[src/rtl/regfile_mp_pkg.sv]
// Shared types and write-resolution helper for the multi-port Argon register file.
package regfile_mp_pkg;

  // Index and word types are sized to the widest build we expect;
  // instances narrow or widen into them with size casts.
  localparam int IDX_W_MAX = 8;
  localparam int WORD_W    = 16;

  typedef logic [IDX_W_MAX-1:0] reg_idx_t;
  typedef logic [WORD_W-1:0]    word_t;

  localparam reg_idx_t ZERO_IDX = '0;

  typedef enum logic [1:0] {
    WR_NONE  = 2'd0,
    WR_ALU   = 2'd1,
    WR_FLAGS = 2'd2,
    WR_BUS   = 2'd3
  } wr_src_e;

  // Winning write source for register idx: ALU, then flags update, then bus.
  // r0 never accepts a write.
  function automatic wr_src_e resolve_write(
    input reg_idx_t idx,
    input logic     alu_we,
    input reg_idx_t alu_idx,
    input logic     flg_we,
    input reg_idx_t flg_idx,
    input logic     bus_we,
    input reg_idx_t bus_idx
  );
    wr_src_e src;
    src = WR_NONE;
    if (idx == ZERO_IDX)                 src = WR_NONE;
    else if (alu_we && alu_idx == idx)   src = WR_ALU;
    else if (flg_we && flg_idx == idx)   src = WR_FLAGS;
    else if (bus_we && bus_idx == idx)   src = WR_BUS;
    return src;
  endfunction

endpackage

[src/rtl/regfile_scoreboard.sv]
// Pending-write scoreboard: one bit per register, set by reserve, cleared by a
// landed write; a same-cycle reserve beats the clear. Bit 0 is never set.
module regfile_scoreboard
  import regfile_mp_pkg::*;
#(
  parameter int NUM_REGS = 8
) (
  input  logic                i_Clk,
  input  logic                i_Reset,
  input  logic [NUM_REGS-1:0] set_i,
  input  logic [NUM_REGS-1:0] clr_i,
  output logic [NUM_REGS-1:0] pending_o
);

  logic [NUM_REGS-1:0] pending_q, pending_d;

  // Clear first, then OR in reservations so reserve wins on a collision.
  always_comb begin
    pending_d    = (pending_q & ~clr_i) | set_i;
    pending_d[0] = 1'b0;
  end

  // Pending vector register.
  always_ff @(posedge i_Clk or posedge i_Reset) begin
    if (i_Reset) pending_q <= '0;
    else         pending_q <= pending_d;
  end

  assign pending_o = pending_q;

endmodule

[src/rtl/argon_regfile_mp.sv]
// Multi-port Argon register file: latched read selectors, prioritised ALU /
// flags / bus writes, sticky r0-write error and a pending-write scoreboard.
// Optional macro REGFILE_BYPASS_EN forwards same-cycle writes to the read
// ports and o_flags.
module argon_regfile_mp
  import regfile_mp_pkg::*;
#(
  parameter int DATA_WIDTH = 16,
  parameter int NUM_REGS   = 8,
  parameter int NUM_RD     = 2,
  parameter int FLAGS_IDX  = NUM_REGS - 1,
  localparam int IW        = $clog2(NUM_REGS)
) (
  input  logic                         i_Clk,
  input  logic                         i_Reset,
  input  logic                         i_sel_we,
  input  logic [(NUM_RD+1)*IW-1:0]     i_sel_data,
  output logic [NUM_RD*DATA_WIDTH-1:0] o_rd_data,
  output logic [NUM_RD-1:0]            o_rd_pending,
  input  logic                         i_alu_we,
  input  logic [DATA_WIDTH-1:0]        i_alu_data,
  input  logic                         i_bus_we,
  input  logic [IW-1:0]                i_bus_addr,
  input  logic [DATA_WIDTH-1:0]        i_bus_data,
  input  logic                         i_flags_we,
  input  logic [DATA_WIDTH-1:0]        i_flags_mask,
  input  logic [DATA_WIDTH-1:0]        i_flags_data,
  input  logic                         i_reserve,
  output logic [NUM_REGS-1:0]          o_pending,
  output logic [DATA_WIDTH-1:0]        o_flags,
  output logic                         o_err,
  input  logic                         i_err_clr
);

  logic [NUM_RD:0][IW-1:0]             sel_q, sel_d;
  logic [NUM_REGS-1:0][DATA_WIDTH-1:0] regs_q, regs_d, wr_data;
  logic [NUM_REGS-1:0]                 wr_we, rsv_set, pending;
  logic [IW-1:0]                       sel_dst;
  logic [DATA_WIDTH-1:0]               flags_merged;
  logic                                err_q, err_d;

  // Top selector field is the destination for ALU writes and reservations.
  assign sel_dst      = sel_q[NUM_RD];
  assign flags_merged = (regs_q[FLAGS_IDX] & ~i_flags_mask) | (i_flags_data & i_flags_mask);

  // Per-register write arbitration: one winning source per register.
  for (genvar n = 0; n < NUM_REGS; n++) begin : g_wr
    wr_src_e src;
    assign src = resolve_write(reg_idx_t'(n), i_alu_we, reg_idx_t'(sel_dst),
                               i_flags_we, reg_idx_t'(FLAGS_IDX),
                               i_bus_we, reg_idx_t'(i_bus_addr));
    assign wr_we[n]   = (src != WR_NONE);
    assign wr_data[n] = (src == WR_ALU)   ? i_alu_data   :
                        (src == WR_FLAGS) ? flags_merged : i_bus_data;
  end

  // Next state of storage, selectors and sticky error.
  always_comb begin
    regs_d = regs_q;
    for (int n = 0; n < NUM_REGS; n++)
      if (wr_we[n]) regs_d[n] = wr_data[n];
    regs_d[0] = '0;
    sel_d = i_sel_we ? i_sel_data : sel_q;
    // Set has priority over clear.
    err_d = (err_q & ~i_err_clr) | (i_bus_we && i_bus_addr == '0);
  end

  // One-hot reservation of the current destination; r0 reservations are dropped.
  always_comb begin
    rsv_set = '0;
    if (i_reserve && sel_dst != '0) rsv_set[sel_dst] = 1'b1;
  end

  // Storage, selector and error registers.
  always_ff @(posedge i_Clk or posedge i_Reset) begin
    if (i_Reset) begin
      regs_q <= '0;
      sel_q  <= '0;
      err_q  <= 1'b0;
    end else begin
      regs_q <= regs_d;
      sel_q  <= sel_d;
      err_q  <= err_d;
    end
  end

  regfile_scoreboard #(.NUM_REGS(NUM_REGS)) u_sb (
    .i_Clk     (i_Clk),
    .i_Reset   (i_Reset),
    .set_i     (rsv_set),
    .clr_i     (wr_we),
    .pending_o (pending)
  );

  // Read ports; r0 storage is always zero so selector 0 reads 0.
  for (genvar k = 0; k < NUM_RD; k++) begin : g_rd
    logic [IW-1:0] s;
    assign s = sel_q[k];
`ifdef REGFILE_BYPASS_EN
    assign o_rd_data[k*DATA_WIDTH +: DATA_WIDTH] = wr_we[s] ? wr_data[s] : regs_q[s];
    assign o_rd_pending[k] = pending[s] & ~wr_we[s];
`else
    assign o_rd_data[k*DATA_WIDTH +: DATA_WIDTH] = regs_q[s];
    assign o_rd_pending[k] = pending[s];
`endif
  end

`ifdef REGFILE_BYPASS_EN
  assign o_flags = wr_we[FLAGS_IDX] ? wr_data[FLAGS_IDX] : regs_q[FLAGS_IDX];
`else
  assign o_flags = regs_q[FLAGS_IDX];
`endif

  assign o_pending = pending;
  assign o_err     = err_q;

endmodule

[config.mk]
export PLATFORM = sky130hd
export DESIGN_NAME = argon_regfile_mp
export DESIGN_NICKNAME = d
export VERILOG_FILES = /design/src/rtl/regfile_mp_pkg.sv /design/src/rtl/regfile_scoreboard.sv /design/src/rtl/argon_regfile_mp.sv
export SDC_FILE = /design/constraint.sdc
export NUM_CORES = 1
export LEC_CHECK = 0
export CORE_MARGIN = 2
export CORE_UTILIZATION = 55
export CTS_CLUSTER_SIZE = 24
export DETAILED_ROUTE_END_ITERATION = 7
export DONT_BUFFER_PORTS = 1
export PLACE_DENSITY = 0.71
export SYNTH_ARGS = -nofsm -noshare
export SYNTH_HDL_FRONTEND = slang
export SYNTH_SLANG_ARGS = --single-unit
[constraint.sdc]
create_clock -name i_Clk -period 4.6 [get_ports i_Clk]
set_clock_uncertainty 0.2 [all_clocks]
set_input_delay 0.23 -clock i_Clk [delete_from_list [all_inputs] [get_ports i_Clk]]
set_output_delay 0.23 -clock i_Clk [all_outputs]
set_load 0.1 [all_outputs]
* Word-level counts from Yosys, hierarchy flattened
Index checks and enable logic that the tools add are counted.
** Word-level totals
- Register bits after elaboration :: 129
- Input port bits :: 84
- Output and inout bits :: 59
- Word-level logic and storage cells :: 120
** Operators by class
- Mux-type cells :: 40
- $lt $le $gt $ge :: 4
- Reduce and logical (&&, ||, !) cells :: 26
- Equal/unequal tests :: 28
- Bitwise logic cells :: 10
** Operators with widths (count)
- 16-bit two-way mux :: 16
- 16-bit binary-select mux with 3-bit select :: 2
- 16-bit AND :: 2
- 2-bit two-way mux :: 15
- 3-bit == test (second input constant) :: 8
- 1-bit logical AND :: 17
- 16-bit inverter :: 1
- 16-bit OR :: 1
- 2-bit by 1-bit == test with 1-bit output (second input constant) :: 7
- 2-bit == test (second input constant) :: 7
- 2-bit nonzero test :: 7
- 3-bit by 2-bit == test with 1-bit output (second input constant) :: 4
- 3-bit by 4-bit less-than comparator with 1-bit output (second input constant) :: 3
- 8-bit AND :: 1
- 8-bit two-way mux :: 1
- 8-bit inverter :: 1
- 8-bit OR :: 1
- 1-bit binary-select mux with 3-bit select :: 2
- 3-bit by 1-bit == test with 1-bit output (second input constant) :: 2
- 1-bit demux with 3-bit select :: 1
- 3-bit by 1-bit greater-or-equal comparator with 1-bit output (second input constant) :: 1
- 3-bit zero test :: 1
- 1-bit two-way mux :: 3
- 3-bit nonzero test :: 1
- 3 further kinds :: 3

* Logic depth before layout (Yosys ltp)
- Word-level depth :: 9
- Gate-level depth with buffers :: 6
- Gate-level depth less buffers :: 3

* By module
A second synthesis with hierarchy kept.
** Unflattened totals
- Cells, all modules :: 837
- Area, all modules :: 8589.5 sq um
** Modules (own cells, without submodules)
- argon_regfile_mp :: area each 8320.5 sq um, instances 1, cells an instance 813
- regfile_scoreboard :: area each 269.0 sq um, instances 1, cells an instance 24

* Worst setup path after synthesis
OpenSTA, ideal clock, no wires.
- Kind :: register to output
- Start :: register u_sb.pending_q[1] (netlist: u_sb.pending_o[1])
- End :: output o_rd_pending[0]
- Slack :: 1496 ps
- Cell stages (with the launch flop) :: 4
- Arrival :: 2674 ps
- Required time :: 4170 ps
- Cell sequence :: dfrtp_1 -> mux2_2 -> a22oi_1 -> o21ai_1
** Between the ends
- Cells in the longest elaborated chain, start to end :: 2
** Ends and longest elaborated chain
- from (decl) :: RTL line regfile_scoreboard.sv:15 : logic [NUM_REGS-1:0] pending_q, pending_d;
- from (signal assigned) :: RTL line regfile_scoreboard.sv:26 : else pending_q <= pending_d;
- 1-bit binary-select mux with 3-bit select :: RTL line argon_regfile_mp.sv:104 : assign o_rd_pending[k] = pending[s];
- 1-bit two-way mux (not written as such) :: RTL line argon_regfile_mp.sv:104
- to (decl) :: RTL line argon_regfile_mp.sv:19 : output logic [NUM_RD-1:0] o_rd_pending,
No other way between the ends. The select of a mux whose other input is x is not followed.

* Worst setup path after layout
- Start :: register sel_q (netlist bit g_rd[1].s[1])
- End :: output o_rd_data[24]
** Between the ends
- Cells in the longest elaborated chain, start to end :: 2
** Ends and longest elaborated chain
- from (decl) :: RTL line argon_regfile_mp.sv:35 : logic [NUM_RD:0][IW-1:0] sel_q, sel_d;
- from (signal assigned) :: RTL line argon_regfile_mp.sv:82 : sel_q <= sel_d;
- 16-bit binary-select mux with 3-bit select :: RTL line argon_regfile_mp.sv:103 : assign o_rd_data[k*DATA_WIDTH +: DATA_WIDTH] = regs_q[s];
- 16-bit two-way mux (not written as such) :: RTL line argon_regfile_mp.sv:103
- to (decl) :: RTL line argon_regfile_mp.sv:18 : output logic [NUM_RD*DATA_WIDTH-1:0] o_rd_data,
No other way between the ends. The select of a mux whose other input is x is not followed.

==> reports/qor.yml <==
run_status:
  status: "finished clean"
logic_synthesis:
  synth_edf_count: 0
  yosys_warnings: 0
  synth-seq-area-share_pct: 37.87
  synth_cells: 826
  ys_ff_latch: 129
  synthArstFlopShare_pct: 100.0
  syn_area_um2: 8523
  synth-main-ff-cell: "dfrtp_1"
  synth.avg_cell_area_um2: 10.32
  syn_nets: 910
  synthDistinctLibCells: 38
placement:
  place.gp.congestion: 0.9999
  placed_area_um2: 8631
  hpwlAfterDp_mm: 17.55
  dp_slack_ns: 2.007
  io_buffers: 0
power:
  power_density_nw_per_um2: 571.2
  switching_share_pct: 45.06
  worst_ir_drop_vdd_mv: 0.3196
  combPwrFrac_pct: 37.1
  report.power.total_uw: 5710
  p_sw_uw: 2573
  p_leak_uw: 0.004307
  seq_power_share_pct: 37.1
  clkPwrFrac_pct: 25.8
  power.internal_uw: 3137
worst_setup_path:
  start_kind: "register"
  crit_required_ns: 4.17
  cp.arrival_ns: 2.66
  critPathMaxFanout: 15
  critPathKind: "register to primary output"
  critPathCaptureType: "primary output"
timing:
  tightestPinTransition_ns: 1.102
  rsz0062_at_grt: "no"
  max_freq_ghz: 0.3241
  relSlewSlack_pct: 26.52
  hold_viol: 0
  slew_viol_final: 0
  finalCriticalPeriod_ns: 3.086
  fin_ws_ns: 1.514
  final-setup-viol-count: 0
  fin_crit_sh_pct: 67.08
  totalNegativeSetupSlack_ns: 0
route:
  viasPerCell: 6.726
  ant_nets: 0
  wl_per_cell_um: 25.00
  dr.pass1.iters: 6
  wirelength_mm: 27.07
  drc: 0
  drt_first_iter_violations: 881
  via_count: 7284
cells_and_area:
  fin_nets: 965
  area_delta_synth_final_pct: 17.28
  layout_common_cells: "dfrtp_1, mux2i_1, nor2_1"
  layout_commonest_cell: "dfrtp_1"
  design_area_um2: 9996
  drive_above_1_share_pct: 22.15
worst_hold_path:
  hold_class: "primary input to register"
global_route:
  busiest_layer: "met2"
  antenna_found_initial: 1
  grt_max_degree: 65
  globalRouteOverflowTotal: 0
  met1_usage_pct: 46.11
  use_met2_pct: 50.78
  gr-usage-met3_pct: 11.43
  grt_usage_pct: 33.91
  first_global_vias: 7232
  grt_first_pass_wirelength_mm: 41.98
cts:
  cts_tree: "done"
  numCtsBuffers: 17
  clkTransAtPathRegs_ns: 0.06
  cts_root_buf: "clkbuf_16"
  htree_num_levels: 4
  cts.sinks: 129
  ctsLongestPathBuffers: 2
  clock_latency_ns: 0.44
  postCtsSetupBuffers: 0
floorplanning:
  dieWidth_um: 128.5
  die_area_um2: 16510
  start_util_pct: 56.27
  pin_count: 143
  die_y_um: 128.5
  fp.coreArea_um2: 15150
  rows: 45
run:
  maxCapViolCount: 0
[through the flow]
step	instances	hold slack, ns	util [%]
2_1_floorplan	826	0.1264	-
3_3_place_gp	977	0.1034	56.98
3_5_place_dp	977	0.1194	56.98
4_1_cts	1082	0.002922	65.98
5_1_grt	1083	0.02548	66.00
6_report	1083	0.003012	66.00
[worst max-delay path, cell delays in order, from the launching register on]
cell	delay, ns
dfrtp_1	0.83
buf_4	0.34
mux2_1	0.37
a221oi_1	0.32
a21oi_2	0.07
buf_4	0.28
[synthesized netlist by cell type, types with 4 or more instances]
master	n	area [µm²]
o21ai_0	25	125.1
o21ai_1	31	155.2
clkbuf_1	19	71.32
o31ai_1	7	52.55
mux2i_1	112	1121
dfrtp_1	129	3228
mux2_1	22	247.7
a21oi_1	78	390.4
buf_2	26	130.1
mux4_2	34	765.7
buf_6	21	236.5
a221oi_1	30	262.8
nand2b_1	4	25.02
mux2_2	21	236.5
and4bb_1	4	50.05
nor2_1	80	300.3
a22oi_1	4	30.03
inv_1	35	131.4
o31ai_2	10	125.1
nand2_1	70	262.8
buf_4	20	150.1
a22o_1	13	113.9
nand4b_1	6	52.55
[power groups by stage]
stage	registers, µW	clock network, µW	logic (µW)
finish	2120	1470	2120
global route	2150	1520	2230
CTS	2090	1470	2090
detailed placement	2110	0	1960
global placement	2070	0	1920
floorplan	1750	0	1870
[final cells by class]
class	count	area, µm²
diodes	1	2.502
clock buffers	17	425.4
clock inverters	15	206.4
fillers	1132	5150
inverters	35	133.9
multi-input cells	570	4618
flip-flops and latches	129	3231
well taps	188	235.2
repair buffers	128	1144
[layer usage]
metal	routed length (µm)	part of all wire, %	up-vias
met5	0	0	-
met3	3253	12	81
met4	795	2.9	0
met2	12310	45	480
met1	10720	40	3619
li1	-	-	3104
[cells by family (layout without fill, tap and decap cells)]
group                  after synthesis  in the layout  synth area share, %
AOI/OAI and AO/OA                  205            205                15.68
buffers and inverters              127            195                9.439
DFF                                129            129                37.87
muxes                              189            189                27.82
other                                1              2              0.04400
and+or+nand+nor                    175            175                9.146
[flip-flops by register name (all words and copies together) (netlist names)]
name and flops:
regs_q 96, o_flags 16, u_sb.pending_o 7, g_rd.s 6, sel_dst 3, o_err 1
[worst paths after layout]
check,startpoint,to,slack [ns],cells past startpoint
worst max-delay path,g_rd[1].s[1],o_rd_data[24],1.51,5
worst min-delay path,i_flags_data[0],o_flags[0],0.003,3
worst max register to register,o_flags[15],o_flags[15],2.02,4
worst min register to register,regs_q[23],regs_q[23],0.38,2
max in group asynchronous,i_Reset,g_rd[1].s[0],2.85,3
min in group asynchronous,i_Reset,regs_q[45],0.24,2
[repair_timing]
action                                 in CTS  in global routing
endpoints found under the hold margin     191                  0
hold buffers                               73                  0
setup endpoints to repair                   0                  0
gates resized for setup                     0                  0
Note: power is estimated with default switching activity, not from simulation.
